[src/rtl/sseg_pkg.sv]
// Shared seven-segment definitions for the display path.
// Segment vectors are ordered {g,f,e,d,c,b,a} and are active-low (0 = lit).
package sseg_pkg;

  // Bit positions within a segment vector.
  localparam int unsigned SEG_A = 0;
  localparam int unsigned SEG_B = 1;
  localparam int unsigned SEG_C = 2;
  localparam int unsigned SEG_D = 3;
  localparam int unsigned SEG_E = 4;
  localparam int unsigned SEG_F = 5;
  localparam int unsigned SEG_G = 6;

  // Digit glyphs 0-9.
  localparam logic [6:0] SEG_0 = 7'b1000000;
  localparam logic [6:0] SEG_1 = 7'b1111001;
  localparam logic [6:0] SEG_2 = 7'b0100100;
  localparam logic [6:0] SEG_3 = 7'b0110000;
  localparam logic [6:0] SEG_4 = 7'b0011001;
  localparam logic [6:0] SEG_5 = 7'b0010010;
  localparam logic [6:0] SEG_6 = 7'b0000010;
  localparam logic [6:0] SEG_7 = 7'b1111000;
  localparam logic [6:0] SEG_8 = 7'b0000000;
  localparam logic [6:0] SEG_9 = 7'b0010000;

  // Invalid BCD shows a lone middle bar; a blanked digit is fully dark.
  localparam logic [6:0] SEG_DASH  = 7'b0111111;
  localparam logic [6:0] SEG_BLANK = 7'b1111111;

endpackage

[src/rtl/bcd_to_sseg.sv]
// Combinational BCD nibble to active-low seven-segment pattern.
module bcd_to_sseg
  import sseg_pkg::*;
(
  input  logic [3:0] nibble,
  output logic [6:0] seg
);

  // Glyph lookup; anything above 9 is not BCD and shows a dash.
  always_comb begin
    seg = SEG_DASH;
    case (nibble)
      4'd0:    seg = SEG_0;
      4'd1:    seg = SEG_1;
      4'd2:    seg = SEG_2;
      4'd3:    seg = SEG_3;
      4'd4:    seg = SEG_4;
      4'd5:    seg = SEG_5;
      4'd6:    seg = SEG_6;
      4'd7:    seg = SEG_7;
      4'd8:    seg = SEG_8;
      4'd9:    seg = SEG_9;
      default: seg = SEG_DASH;
    endcase
  end

endmodule

[src/rtl/bcd_sseg_scanner.sv]
// Four-digit common-anode seven-segment scanner with leading-zero blanking.
// Captures a packed-BCD word and round-robins digits 0..3, each lit for
// DIGIT_CYCLES clocks. All outputs are registered (one cycle of latency).
module bcd_sseg_scanner
  import sseg_pkg::*;
#(
  parameter int unsigned DIGIT_CYCLES = 100000
) (
  input  logic        clk,
  input  logic        rst,
  input  logic [15:0] bcd_in,
  input  logic        load,
  input  logic        blank_lz,
  input  logic [3:0]  dp_in,
  output logic [3:0]  an,
  output logic [6:0]  seg,
  output logic        dp
);

  localparam int unsigned CNT_W = $clog2(DIGIT_CYCLES);
  localparam logic [CNT_W-1:0] CNT_MAX = CNT_W'(DIGIT_CYCLES - 1);

  logic [CNT_W-1:0] cnt_q;
  logic [1:0]       idx_q;
  logic [15:0]      val_q;
  logic [3:0]       dp_q;

  logic             cnt_wrap;
  logic [3:0]       blank_mask;
  logic [3:0]       cur_nibble;
  logic             cur_blank;
  logic [6:0]       dec_seg;

  assign cnt_wrap = (cnt_q == CNT_MAX);

  // Digit i blanks only if it and every more-significant nibble are zero.
  always_comb begin
    blank_mask    = 4'b0000;
    blank_mask[3] = blank_lz && (val_q[15:12] == 4'd0);
    blank_mask[2] = blank_mask[3] && (val_q[11:8] == 4'd0);
    blank_mask[1] = blank_mask[2] && (val_q[7:4] == 4'd0);
    blank_mask[0] = 1'b0;
  end

  // Select the nibble for the digit currently being scanned.
  always_comb begin
    cur_nibble = val_q[3:0];
    case (idx_q)
      2'd0: cur_nibble = val_q[3:0];
      2'd1: cur_nibble = val_q[7:4];
      2'd2: cur_nibble = val_q[11:8];
      2'd3: cur_nibble = val_q[15:12];
      default: cur_nibble = val_q[3:0];
    endcase
  end

  assign cur_blank = blank_mask[idx_q];

  bcd_to_sseg u_dec (
    .nibble (cur_nibble),
    .seg    (dec_seg)
  );

  // Tick counter and digit index; the index steps as the counter wraps.
  always_ff @(posedge clk) begin
    if (rst) begin
      cnt_q <= '0;
      idx_q <= 2'd0;
    end else if (cnt_wrap) begin
      cnt_q <= '0;
      idx_q <= idx_q + 2'd1;
    end else begin
      cnt_q <= cnt_q + 1'b1;
    end
  end

  // Capture register for the displayed value and its decimal points.
  always_ff @(posedge clk) begin
    if (rst) begin
      val_q <= 16'h0000;
      dp_q  <= 4'b0000;
    end else if (load) begin
      val_q <= bcd_in;
      dp_q  <= dp_in;
    end
  end

  // Output registers; reset leaves the display dark.
  always_ff @(posedge clk) begin
    if (rst) begin
      an  <= 4'b1111;
      seg <= SEG_BLANK;
      dp  <= 1'b1;
    end else begin
      an  <= ~(4'b0001 << idx_q);
      seg <= cur_blank ? SEG_BLANK : dec_seg;
      dp  <= cur_blank ? 1'b1 : ~dp_q[idx_q];
    end
  end

endmodule

[config.mk]
export PLATFORM = sky130hd
export DESIGN_NAME = bcd_sseg_scanner
export DESIGN_NICKNAME = d
export VERILOG_FILES = /design/src/rtl/sseg_pkg.sv /design/src/rtl/bcd_to_sseg.sv /design/src/rtl/bcd_sseg_scanner.sv
export SDC_FILE = /design/constraint.sdc
export NUM_CORES = 1
export LEC_CHECK = 0
export ABC_AREA = 1
export BUFFER_PORTS_ARGS = -buffer_cell sky130_fd_sc_hd__buf_2
export CORE_UTILIZATION = 56
export DETAILED_ROUTE_END_ITERATION = 10
export HOLD_SLACK_MARGIN = 0.12
export PLACE_DENSITY = 0.77
export SYNTH_ARGS = -nofsm -noshare
export SYNTH_HDL_FRONTEND = slang
export SYNTH_SLANG_ARGS = --single-unit
[constraint.sdc]
create_clock -name clk -period 2.8 [get_ports clk]
set_clock_uncertainty 0.2 [all_clocks]
set_input_delay 0.56 -clock clk [delete_from_list [all_inputs] [get_ports clk]]
set_output_delay 0.56 -clock clk [all_outputs]
set_load 0.005 [all_outputs]
==> results by group <==
Clocking
  • Num CTS Buffers: 5
  • CTS resizes: 0
  • Hold_buf cts: 0
  • Clock slew at reported path FFs: 90 ps
  • TritonCTS clock tree: yes
  • Root buf cell: clkbuf_8
  • Worst-skew pair later-pin latency: 300 ps
  • Max clock buf depth: 2
  • CTS sink cnt: 51
  • # Post-CTS Setup Buffers: 0
  • H-tree depth: 2

Critical path
  • Setup crit end kind: flop
  • Crit path launch: idx_q[0]
  • Crit path required time: 2850 ps
  • Crit Path Category: flop to flop
  • Crit-path max cell delay: 440 ps
  • Most used cell, CP: nand2_1
  • CP Max Fanout: 9
  • Startpoint types: flop
  • CP arrival: 2260 ps
  • Slowest cell on crit path: dfxtp_1
  • Worst reg2reg path startpoint: idx_q[0]
  • Crit path cell chain: inv_1, ha_1, inv_2, nand2_1, o21bai_1, ha_1, inv_1, nand2_1, nand2_1, nand2_1, nand2_1

Final layout
  • Register Area: 0.00102 mm^2
  • Area delta synth->final: 13.7%
  • Footprint of the multi-input gates: about 0.0012 mm^2
  • Filler cells: 366
  • Layout cell share with drive strength beyond 1: 17.5%
  • Nets@finish: 404
  • Diode count: 0

Synth
  • Synth Cell Area: 0.00238 mm^2
  • Ys flop type: dfxtp_1
  • Synth Warn #: 0
  • Sequential share of the synthesized area: approximately 43%
  • Syn Area/Cell: 7.14 um^2
  • Synth top cells by count: 73 x nand2_1, 66 x nor2_1, 51 x dfxtp_1
  • Top cells by area, synth: dfxtp_1 43%, nand2_1 11%, nor2_1 10%
  • Syn Inst Count: 334
  • EDFF count, synth: 0
  • Syn_nets: 367
  • Ys async rst share: 0%
  • Most common cell in the netlist: nand2_1
  • Area leader, netlist: dfxtp_1
  • Top-area cell type share of the netlist area: 42.8%
  • Yosys cell types: 27
  • Register bit total from synthesis: between 50 and 60

Die
  • Die ar.: 0.00452 mm^2
  • Starting Density: 58.8%
  • Die H: just under 70 um
  • Core Box Area: about 0.0041 mm^2
  • I/O pins: 36
  • Rows: 23
  • Horiz. Die Dim: 67.3 um

Power
  • Leakage: 0.00114 uW
  • Worst vdd ir: 0.000351 V
  • PD cells: 527 mW/mm^2

Route
  • Antenna-violating nets left: 0
  • Routed vias: 2135
  • Vias per inst: just over 5
  • Pre-antenna DRT Iters: 4
  • Final WL: roughly 4700 um
  • Avg WL per Cell: 11.1 um
  • DRC Markers: 0
  • Drt first-iter violations: 125

STA
  • Fin. max-slew vios: 0
  • Hold Violations, Final: 0
  • Fin crit period: 2210 ps
  • Worst Tran Pin Value: approximately 670 ps
  • RSZ-0062 raised after global routing: false
  • Slew headroom: 55.6%
  • Setup TNS: 0 ps
  • Final WS setup: 588 ps
  • Min Hold Slack: 269 ps
  • Max Freq: ~450 MHz
  • Final setup fails: 0
  • Fin crit share: 79.0%

Run
  • Max cap viols: 0

Worst hold path
  • Hold Crit Class: flop to flop
  • Min-delay src: cnt_q[15]

GRT
  • Tot GR Track Use: 24.0%
  • Initial antenna violation count: 0
  • Gr ovfl total: 0
  • First-pass GRT wire length: 8190 um
  • Largest net degree at the start of global routing: 23
  • Vias in the first global route: 1930

Placement
  • DP Wirelength: 3500 um
  • Port Buf Inserts: 35
  • Final Wtd Congestion: between 0.8 and 0.9
  • Dpl ws: approximately 610 ps

Status
  • Status: completed
[worst max-delay path: cells and delay by family, from the launching register on]
kind                       cells  cell delay (ps)
AOI/OAI and AO/OA              1              330
adders and majority gates      2              560
buffers and inverters          3              330
DFF                            1              440
and+or+nand+nor                5              300
[layer usage]
metal	vias up	routed length [um]	global-route usage [%]
met1	946	2080	26.1
li1	1140	-	-
met4	0	98	7.98
met3	11	152	7.77
met2	38	2340	43.5
met5	-	0	0
[where the power goes]
group          switching (uW)  internal (uW)
sequential               19.2            760
clock                     230            289
combinational            73.8           55.7
total                     323           1100
[placed cells by master, fill, tap and decap left out, drive strengths merged, types with 2 or more instances in the layout]
cell and instances:
a21oi 13, ha 9, o21ai 26, nand3 21
nand4 8, or2 4, nor2 75, dfxtp 51
xor2 2, inv 26, buf 37, nor3 8
nand2 76, xnor2 3, clkbuf 6, o21bai 2
clkinv 2
[cells by family after synthesis]
kind of cell | share of synthesized area (%)
AO/OA/AOI/OAI | 9.39
XOR/XNOR | 1.84
adder cells (fa/ha/maj) | 4.72
buffers and inverters | 6.03
flip-flops | 42.8
AND/OR/NAND/NOR | 35.2
[sequential cells by signal (all words and copies together), names as in the netlist]
| register | flops |
|---|---|
| seg | 7 |
| cnt_q | 17 |
| idx_q | 2 |
| an | 4 |
| val_q | 16 |
| dp | 1 |
| dp_q | 4 |
[path summary, 6_finish.rpt]
| kind | endpoint | slack, ps | depth (start not counted) |
|---|---|---|---|
| setup / recovery | seg[3] | 590 | 11 |
| hold reg to reg | cnt_q[15] | 270 | 2 |
| setup reg to reg | seg[3] | 590 | 11 |
| hold / removal | cnt_q[15] | 270 | 2 |
[area by class of cell]
cell class	count	area share, %
repair buffers	37	7.01
multi-input cells	249	45.0
flip-flops and latches	51	37.6
inverters	27	3.74
clock buffers	6	3.04
clock inverters	2	1.29
well taps	50	2.31
[stage by stage]
stage | util, % | instance area [um^2] | instances | total power [uW]
after floorplan | - | 2380 | 334 | 880
after global placement | 64.0 | 2590 | 414 | 923
after detailed placement | 64.0 | 2590 | 414 | 926
after CTS | 66.9 | 2710 | 422 | 1440
after global routing | 66.9 | 2710 | 422 | 1500
final | 66.9 | 2710 | 422 | 1430
(Power assumes the default switching activity.)
